==> src/rtl/stream_gen_if.sv <==
`default_nettype none
// ============================================================================
// Module   : stream_gen_if
// Purpose  : valid/ready byte stream between stream_gen and the read FIFO.
// Revision : 1.0 - initial release
// ============================================================================
interface stream_gen_if;
  logic [7:0] data_out;
  logic       valid_out;
  logic       ready_in;

  modport master (output data_out, output valid_out, input ready_in);
  modport slave  (input data_out, input valid_out, output ready_in);
endinterface
`default_nettype wire

==> src/rtl/stream_gen.sv <==
`default_nettype none
// ============================================================================
// Module   : stream_gen
// Purpose  : rate-controlled counter/LFSR byte source with overrun statistics.
// Revision : 1.0 - initial release
// ============================================================================
module stream_gen #(
  parameter int         CNT_WIDTH = 16,
  parameter logic [7:0] SEED      = 8'h01
) (
  input  wire                  clk_in,
  input  wire                  reset_in,
  input  wire                  enable_in,
  input  wire                  mode_in,
  input  wire [3:0]            ceiling_in,
  stream_gen_if.master         bus,
  output logic [CNT_WIDTH-1:0] sent_out,
  output logic [7:0]           overrun_out
);

  localparam logic [7:0] c_LFSR_MASK = 8'hB8;

  logic [3:0]           r_p;
  logic [7:0]           r_count;
  logic [7:0]           r_lfsr;
  logic                 r_mode;
  logic [7:0]           r_data;
  logic                 r_valid;
  logic [CNT_WIDTH-1:0] r_sent;
  logic [7:0]           r_overrun;

  logic       w_tick;
  logic       w_xfer;
  logic [7:0] w_lfsr_step;
  logic [7:0] w_next_count;
  logic [7:0] w_next_lfsr;

  // ">=" so a lowered ceiling takes effect at once instead of wrapping p.
  assign w_tick       = enable_in && (r_p >= ceiling_in);
  assign w_xfer       = r_valid && bus.ready_in;
  assign w_lfsr_step  = {1'b0, r_lfsr[7:1]} ^ (r_lfsr[0] ? c_LFSR_MASK : 8'h00);
  // Only the source that produced the accepted byte advances.
  assign w_next_count = (w_xfer && !r_mode) ? r_count + 8'd1 : r_count;
  assign w_next_lfsr  = (w_xfer &&  r_mode) ? w_lfsr_step    : r_lfsr;

  always_ff @(posedge clk_in or posedge reset_in) begin
    if (reset_in) begin
      r_p       <= 4'd0;
      r_count   <= 8'h00;
      r_lfsr    <= SEED;
      r_mode    <= 1'b0;
      r_data    <= 8'h00;
      r_valid   <= 1'b0;
      r_sent    <= '0;
      r_overrun <= 8'h00;
    end else begin
      if (!enable_in || w_tick) r_p <= 4'd0;
      else                      r_p <= r_p + 4'd1;

      r_count <= w_next_count;
      r_lfsr  <= w_next_lfsr;

      if (w_xfer) r_sent <= r_sent + {{(CNT_WIDTH-1){1'b0}}, 1'b1};

      if (w_tick) begin
        if (!r_valid || w_xfer) begin
          r_data  <= mode_in ? w_next_lfsr : w_next_count;
          r_valid <= 1'b1;
          r_mode  <= mode_in;
        end else if (r_overrun != 8'hFF) begin
          r_overrun <= r_overrun + 8'd1;
        end
      end else if (w_xfer) begin
        r_valid <= 1'b0;
      end
    end
  end

  assign bus.data_out  = r_data;
  assign bus.valid_out = r_valid;
  assign sent_out      = r_sent;
  assign overrun_out   = r_overrun;

endmodule
`default_nettype wire

==> src/flat_wrapper.sv <==
// flat-port wrapper written by rule: the top's interface ports become plain ports
module stream_gen_flat 
#(
  parameter int         CNT_WIDTH = 16,
  parameter logic [7:0] SEED      = 8'h01
)
  (clk_in, reset_in, enable_in, mode_in, ceiling_in, sent_out, overrun_out, bus_data_out, bus_valid_out, bus_ready_in);
  stream_gen_if bus_i ();
  input  wire clk_in;
  input  wire reset_in;
  input  wire enable_in;
  input  wire mode_in;
  input  wire [3:0] ceiling_in;
  output logic [CNT_WIDTH-1:0] sent_out;
  output logic [7:0] overrun_out;
  output wire logic [$bits(bus_i.data_out)-1:0] bus_data_out;
  output wire logic [$bits(bus_i.valid_out)-1:0] bus_valid_out;
  input wire logic [$bits(bus_i.ready_in)-1:0] bus_ready_in;
  assign bus_data_out = bus_i.data_out;
  assign bus_valid_out = bus_i.valid_out;
  assign bus_i.ready_in = bus_ready_in;
  stream_gen #(.CNT_WIDTH(CNT_WIDTH), .SEED(SEED)) u_core (.clk_in(clk_in), .reset_in(reset_in), .enable_in(enable_in), .mode_in(mode_in), .ceiling_in(ceiling_in), .bus(bus_i), .sent_out(sent_out), .overrun_out(overrun_out));
endmodule
==> config.mk <==
export PLATFORM = sky130hd
export DESIGN_NAME = stream_gen_flat
export DESIGN_NICKNAME = d
export VERILOG_FILES = /design/src/rtl/stream_gen_if.sv /design/src/rtl/stream_gen.sv /design/src/flat_wrapper.sv
export SDC_FILE = /design/constraint.sdc
export NUM_CORES = 1
export LEC_CHECK = 0
export BUFFER_PORTS_ARGS = -buffer_cell sky130_fd_sc_hd__buf_2
export CAP_MARGIN = 10
export CORE_ASPECT_RATIO = 1.1
export CORE_MARGIN = 8
export CORE_UTILIZATION = 35
export CTS_CLUSTER_SIZE = 8
export DETAILED_ROUTE_END_ITERATION = 12
export HOLD_SLACK_MARGIN = 0.02
export PLACE_DENSITY_LB_ADDON = 0.2
export SLEW_MARGIN = 20
export SYNTH_ARGS = -nofsm -noshare
export SYNTH_HDL_FRONTEND = slang
export SYNTH_SLANG_ARGS = --single-unit
==> constraint.sdc <==
create_clock -name clk_in -period 2.3 [get_ports clk_in]
set_clock_uncertainty 0.2 [all_clocks]
set_input_delay 0 -clock clk_in [delete_from_list [all_inputs] [get_ports clk_in]]
set_output_delay 0 -clock clk_in [all_outputs]
set_load 0.01 [all_outputs]
After elaboration in Yosys (flattened, before gate mapping):

Cells that the tools add are included.

* output and inout port bits: 33
* register bits: 54
* bits in read-only memories: 0
* word-level logic and storage cells: 38
* RAM bits: 0
* memories kept: 0
* input bits: 9
* bits in latches: 0

* multiplexer cells: 8
* multipliers: 0
* bitwise gates (word level): 2
* shifts and indexed selects: 0
* order comparisons: 1
* divide/modulo/power cells: 0
* equality and inequality tests: 2
* $add $sub $neg: 4
* reduce and logical (&&, ||, !) cells: 13

Operators with widths (number)
* $mux 8: 4
* $add 16x1->16 const B: 1
* $add 8x1->8 const B: 2
* $ne 8x8->1 const B: 1
* $xor 7x8->8: 1
* $add 4x1->4 const B: 1
* $ge 4x4->1: 1
* $logic_and 1x1->1: 4
* $mux 4: 1
* $reduce_and 2->1: 2
* $logic_not 1->1: 3
* $mux 1: 3
* $reduce_and 3->1: 1
* $logic_or 1x1->1: 2
* $ne 2x2->1 const B: 1
* $reduce_bool 2->1: 1
* $not 1->1: 1

Longest topological paths before layout:

Gate-level depths: netlist of the first run.

* depth in word-level cells: 4
* depth in mapped cells: 8
* depth with buffers taken out: 7

Least setup slack after synthesis of the first run:

Ideal clock, no wire load.

* path type: register -> register
* start: register u_core.r_p[0]
* end: register u_core.r_overrun[1], in the netlist u_core.overrun_out[1]
* path buffers: 1
* cell stages (with the launch flop): 9
* library setup time: 125 ps
* path slack: 142 ps
* data arrival time: 1833 ps
* period minus slack after synthesis: 2158 ps
* path through: dfrtp_1 -> inv_1 -> ha_1 -> nand2b_4 -> a2111oi_2 -> or3b_1 -> buf_6 -> nor2_2 -> mux2_4

* word-level cells in the longest chain between the ends: 3

Ends and longest elaborated chain
* start: declaration: line stream_gen.sv:23 `logic [3:0] r_p;`
* start signal: assignment: line stream_gen.sv:58 `else r_p <= r_p + 4'd1;`
* $ge 4x4->1: line stream_gen.sv:39 `assign w_tick = enable_in && (r_p >= ceiling_in);`
* $logic_and 1x1->1: line stream_gen.sv:39
* $reduce_and 3->1 (no line)
* end signal: assignment: line stream_gen.sv:71 `r_overrun <= r_overrun + 8'd1;`
* end: declaration: line stream_gen.sv:30 `logic [7:0] r_overrun;`

No other way between the ends.
A chain may end at the register's enable or synchronous reset.

Worst setup path after layout of the first run:

* start: register u_core.r_p[0]
* end: register u_core.r_overrun[7], in the netlist u_core.overrun_out[7]

Same word-level chain as after synthesis.

==> results.md, run 1 <==
- Status: completed
- Count leader, synth: dfrtp_1
- Crit. End Element: register
- Maximum fanout along the worst path: 6
- Synthesis-to-finish area growth: 19.9%
- Design Power: 0.00230 W
- Post-CTS Setup Bufs: 0
- Worst Tran Pin Value: 640 ps
- Vias per cell: 4.65
- Worst vdd rail ir drop: ~350 uV
- Initial Util: 35.9%
- Gpl congestion: 0.777
- Max clock buf depth: 2
- Met1 GRT Util: 12.1%
- Mux cell area share after synthesis: 8.70%
- Register bit total from synthesis: 54
- Min Clock Period, post-route: roughly 2200 ps
- Sink Count: 54
- Max H-tree Level: 2
- Leak pwr: 1.53 nW
- Mapped Area: 2500 um2
- CP top delay family: simple AND/OR/NAND/NOR gates
- RSZ-0062 raised after global routing: no
- Skew-Pair Late Insertion Delay: around 310 ps
- Startpoint types: register
- Die width: 96.6 um
- Fin Setup TNS: 0 ps
- Synth Net Count: 234
- Critical Path RT: 2290 ps
- MaxCap Viol Count: 0
- Critical path's slowest cell: a2111oi_2
- Hold Crit Class: in -> async
- Routed len/inst: 13.5 um
- Cell area after layout: between 3000 and 4000 um2
- Drt pass-1 iters: 4
- Global route hottest layer: met2
- CTS tree: yes
- Slew HR: 57.0%
- First-pass GRT wire length: between 8000 and 9000 um
- Total track usage: 9.71%
- Syn_area_per_cell: 11.5 um2
- Adder-Cell Fraction of Synth Area: 4.00%
- Met3 usage: 3.23%
- Mapped Cells: between 200 and 250
- Synth area leader: dfrtp_1
- Die H: 105 um
- M2 GR Usage: 15.5%
- Setup crit start: u_core.r_p[0]
- Worst-path cell chain: inv_1 -> ha_1 -> nand2b_4 -> a2111oi_2 -> or3b_1 -> buf_4 -> nor3_1 -> xor2_1
- Synth unique cells: 35
- Starting DRC count in detailed routing: 47
- Warnings, synthesis: 0
- I/O pins: 42
- XOR/XNOR share of the synthesized area: 11.9%
- N_diodes: 0
- CP peak stage delay: 430 ps
- Complex-gate fraction of the synthesized area: 2.35%
- Largest family of logic cells by synthesized area: simple AND/OR/NAND/NOR gates
- Initial antenna violation count: 0
- Num CTS Buffers: 5
- Inst Count DP: 346
- Placed Instance Area: 2840 um2
- Largest net degree at the start of global routing: 23
- Non-Filler Instances: 358
- Period utilization: 94.1%
- Number of flops mapped to enable cells by yosys: 0
- Synth Flop Type: dfrtp_1
- Layout cell share with drive strength beyond 1: ~27%
- Post-synth top area share: 53.0%
- FMAX: 0.462 GHz
- Hpwl dp: 3670 um
- Vias in the first global route: 1729
- Clock transition at path regs: 110 ps
- Final Setup Violations: 0
- Buf+Inv Stages, Crit Path: 2
- Post-route ant nets: 0
- Final hold violations: 0
- Fillers: 690
- GRT Residual Overflow: 0
- PortBufs: 41
- Worst flop-to-flop path startpoint: u_core.r_p[0]
- DP Worst Slack: 123 ps
- Die area: between 10000 and 15000 um2
- Core Area: between 6000 and 7000 um2
- Final worst setup slack: 136 ps
- Sequential fraction of the synthesis area: approximately 54%
- PD cells: 768 nW/um2
- Fin. max-slew vios: 0
- Final nets: 289
- Number of remaining DRC errors: 0
- Post-Synth Simple-Gate Area: 16.0%
- Synth area leaders: dfrtp_1, xnor2_1, xor2_1, mux2_2, ha_1
- Row cnt: 32
- Post-synthesis async set-or-reset flop share: 100%
- Root buffer cell: clkbuf_8
- CP Data Arrival Time: 2150 ps
- WL final: approximately 4800 um
- CP Class: reg -> reg
- Top cells by count, synth: dfrtp_1, xnor2_1, nand2_1
- Via count: 1664
## final timing paths
path	endpoint	slack (ps)	cells after the start
max in group asynchronous	u_core.r_lfsr[0]	1180	4
setup / recovery	u_core.overrun_out[7]	140	8
setup reg to reg	u_core.overrun_out[7]	140	8
min in group clk_in	u_core.r_count[7]	280	1
hold / removal	u_core.sent_out[12]	30	3
hold reg to reg	u_core.r_count[7]	280	1
## flip-flops by register name, summed over array words and instances, names as in the netlist
signal                count
u_core.r_mode             1
u_core.overrun_out        8
u_core.r_count            8
u_core.bus.valid_out      1
u_core.r_lfsr             8
u_core.bus.data_out       8
u_core.sent_out          16
u_core.r_p                4
## per-layer routing
layer  up-vias  wire [um]
met5         -          0
met4         0         59
met3         6        220
met2        30       2200
met1       781       2370
li1        847          -
## report_power, final
part           total, W  leakage, nW  switching, W  internal (W)
clock network  0.000659       0.0587      0.000328      0.000330
registers       0.00121        0.729      0.000128       0.00108
logic          0.000441        0.747      0.000224      0.000217
## worst reg2reg max path, stage by stage, from the launching register on
cell and delay, ps:
dfrtp_1 360, inv_1 50, ha_1 260, nand2b_4 140, a2111oi_2 430, or3b_1 240, buf_4 170, nor3_1 70
xor2_1 140
## per-stage QoR
stage	utilization, %	hold slack, ps
after detailed placement	40.8	-146
after floorplan	-	-12.7
after global routing	43.1	66.2
after global placement	40.8	-154
after CTS	43.1	39.6
final	43.1	30.8
## cells in the final DEF (no fill, tap or decap), types with 2 or more instances in the layout
cell / count
dfrtp_1: 53
buf_2: 41
xnor2_1: 18
nand2_1: 17
xor2_1: 16
nand3_1: 16
nor2_1: 13
inv_1: 11
mux2_2: 10
mux2i_1: 9
nor3_1: 8
ha_1: 8
buf_4: 8
nand4_1: 5
o21ai_0: 5
clkbuf_8: 5
dlygate4sd3_1: 4
and3_1: 2
nand3b_1: 2
nand2b_1: 2
## cell families after synthesis
group	after synthesis
AOI/OAI and AO/OA	9
xor gates and xnor gates	34
adders and majority gates	8
buffers and inverters	17
DFF	54
muxes	20
and+or+nand+nor	75
## final cells by class
| class | count | area (um2) | share of cell area [%] |
|---|---|---|---|
| clock inverter | 3 | 47.5 | 1.58 |
| timing repair buffer | 53 | 305 | 10.2 |
| clock buffer | 5 | 68.8 | 2.29 |
| sequential | 54 | 1350 | 45.1 |
| multi-input combinational | 146 | 1070 | 35.8 |
| tap | 85 | 106 | 3.54 |
| inverter | 12 | 45.0 | 1.50 |
## repair_timing
item	in CTS	in global routing
endpoints found under the hold margin	70	0
setup endpoints to repair	0	0
hold buffers	4	0
gates resized for setup	0	0
Note: power is estimated with default switching activity, not from simulation.
==> inputs of run 2 (changes only) <==
--- a/config.mk
+++ b/config.mk
@@ -7,8 +7,10 @@
 export LEC_CHECK = 0
 export BUFFER_PORTS_ARGS = -buffer_cell sky130_fd_sc_hd__buf_2
 export CAP_MARGIN = 10
+export CELL_PAD_IN_SITES_DETAIL_PLACEMENT = 0
+export CELL_PAD_IN_SITES_GLOBAL_PLACEMENT = 1
 export CORE_ASPECT_RATIO = 1.1
-export CORE_MARGIN = 8
+export CORE_MARGIN = 1
 export CORE_UTILIZATION = 35
 export CTS_CLUSTER_SIZE = 8
 export DETAILED_ROUTE_END_ITERATION = 12
==> run 2 against run 1 <==
  * Combinational power rose by 6.6%
  * Maximum frequency fell by 2.1%
  * Flip-flop and latch count unchanged
==> results.md, run 2 (synthesized netlist as in run 1, its figures left out) <==
- Worst flop-to-flop path startpoint: u_core.r_p[2]
- Vias in the first global route: 1626 (-6.0%)
- Worst r2r dst: u_core.overrun_out[5]
- Commonest non-fill, non-tap cell in the layout: dfrtp_1
- Final hold violations: 0 (unchanged)
- I/O pins: 42 (unchanged)
- Multi-input logic area: 1110 um2 (+3.3%)
- Die area: 7490 um2 (-26%)
- Skew-Pair Late Insertion Delay: 310 ps (about the same)
- Slack of the worst reg-to-reg path: 90 ps (-50 ps)
- Root buffer cell: clkbuf_8
- Period utilization: 96.1% (+2.0 points)
- Fin Setup TNS: 0 ps (unchanged)
- Slew HR: 59.1% (+2.1 points)
- Status: completed
- Worst R2R Path Depth: 8 (unchanged)
- Worst Setup EP: u_core.overrun_out[5]
- Die width: 82.6 um (-14%)
- First-pass GRT wire length: 8050 um (-2.5%)
- Max clock buf depth: 2 (unchanged)
- Largest net degree at the start of global routing: 34 (+48%)
- RSZ-0062 raised after global routing: yes
- CP Data Arrival Time: 2250 ps (+100 ps)
- FMAX: 0.452 GHz (-2.1%)
- Fin. max-slew vios: 0 (unchanged)
- Via count: 1697 (+2.0%)
- Startpoint types: register
- Final Util: 45.3% (+2.2 points)
- CTS tree: yes
- Total track usage: 14.1% (+4.4 points)
- PD cells: 724 nW/um2 (-5.7%)
- Row cnt: 31 (-3.1%)
- Highest-count cells in the layout ignoring fill and taps: dfrtp_1, buf_2, xnor2_1, nand2_1
- CP Class: reg -> reg
- Num CTS Buffers: 5 (unchanged)
- Max reg flops: 16 (unchanged)
- Cell area after layout: 3060 um2 (+1.9%)
- Initial Util: 37.1% (+1.2 points)
- Starting DRC count in detailed routing: 99 (+110%)
- Design Power: 0.00222 W (-3.9%)
- Final worst setup slack: 89.2 ps (-46.8 ps)
- GRT Residual Overflow: 0 (unchanged)
- N_diodes: 0 (unchanged)
- Crit. End Element: register
- Vias per cell: 4.71 (+1.4%)
- Leak pwr: 1.55 nW (+1.0%)
- MaxCap Viol Count: 0 (unchanged)
- Drt pass-1 iters: 4 (unchanged)
- Maximum fanout along the worst path: 6 (unchanged)
- Setup crit start: u_core.r_p[2]
- Synthesis-to-finish area growth: 22.2%
- Layout cell share with drive strength beyond 1: 30.6% (+3.1 points)
- Fillers: 679 (-1.6%)
- Final nets: 294 (+1.7%)
- Die H: 90.7 um (-13%)
- Post-route ant nets: 0 (unchanged)
- Min Clock Period, post-route: 2210 ps (+46.8 ps)
- Clock transition at path regs: 110 ps (about the same)
- Worst Tran Pin Value: 610 ps (-29.3 ps)
- Routed len/inst: 13.3 um (-1.8%)
- Number of remaining DRC errors: 0 (unchanged)
- Max H-tree Level: 2 (unchanged)
- Hold Crit Class: in -> async
- Placed Instance Area: 2880 um2 (+1.4%)
- Final Setup Violations: 0 (unchanged)
- Critical Path RT: 2340 ps (+50 ps)
- WL final: 4790 um (-1.3%)
- Hpwl dp: 3480 um (-5.3%)
- Initial antenna violation count: 0 (unchanged)
- Sink Count: 54 (unchanged)
- Core Area: 6750 um2 (-3.1%)
- Gpl congestion: 0.736 (-5.2%)
- FF+latch area: 1350 um2 (unchanged)
- DP Worst Slack: -187 ps (-310 ps)
- PortBufs: 41 (unchanged)
- Worst vdd rail ir drop: 416 uV (+17%)
run 2: changes by cell type in the layout (fill, tap and decap cells not counted), moves of 2 or more:
cell,delta
clkinvlp_4,+2
nor3_1,-4
nor3_2,+4
buf_4,+4
run 2: final cells by class:
class	instances	area share, %
clock buffers	5	2.25
clock inverters	3	0.777
inverters	12	1.47
multi-input cells	146	36.3
flip-flops and latches	54	44.2
well taps	82	3.36
repair buffers	58	11.6
run 2: worst max-delay path, stage by stage (launching register included):
cell     delay [ps]
dfrtp_1         400
ha_1            280
o21a_1          110
nor2_1           50
buf_4           140
or3b_4          400
buf_4           180
nor3_1          220
xor2_1          160
run 2: metal layers:
metal	vias to the layer above	wire length, um	GRT usage, %
met2	29	2200	20.8
met5	-	0	0
li1	849	-	-
met3	6	151	3.54
met4	0	64	4.74
met1	813	2370	19.9
run 2: stage by stage:
stage,cells,hold WS (ps)
2_1_floorplan,217,-12.7
3_5_place_dp,347,-126
4_1_cts,359,57.1
5_1_grt,360,109
3_3_place_gp,347,-141
6_report,360,61.3
run 2: how the worst min path moves through the flow:
| stage | to | slack [ps] | cells after the start | start |
|---|---|---|---|---|
| after floorplan | u_core.bus.valid_out | -10 | 2 | bus_ready_in |
| after global placement | u_core.sent_out[13] | -140 | 2 | reset_in |
| after detailed placement | u_core.overrun_out[5] | -130 | 2 | reset_in |
| after CTS | u_core.sent_out[9] | 60 | 3 | reset_in |
| after global routing | u_core.sent_out[12] | 110 | 3 | reset_in |
| final | u_core.sent_out[12] | 60 | 3 | reset_in |
run 2: report_power, final:
part / internal [W] / total, W / switching [W] / leakage, nW
sequential: 0.00108 / 0.00120 / 0.000121 / 0.729
combinational: 0.000235 / 0.000470 / 0.000234 / 0.781
clock: 0.000218 / 0.000547 / 0.000329 / 0.0408
run 2: what timing repair did:
action | CTS | global route
resized for setup | 2 | 4
hold buffers | 4 | 0
pin swaps | 0 | 2
setup endpoints to repair | 9 | 7
setup buffers | 0 | 1
endpoints found under the hold margin | 67 | 0
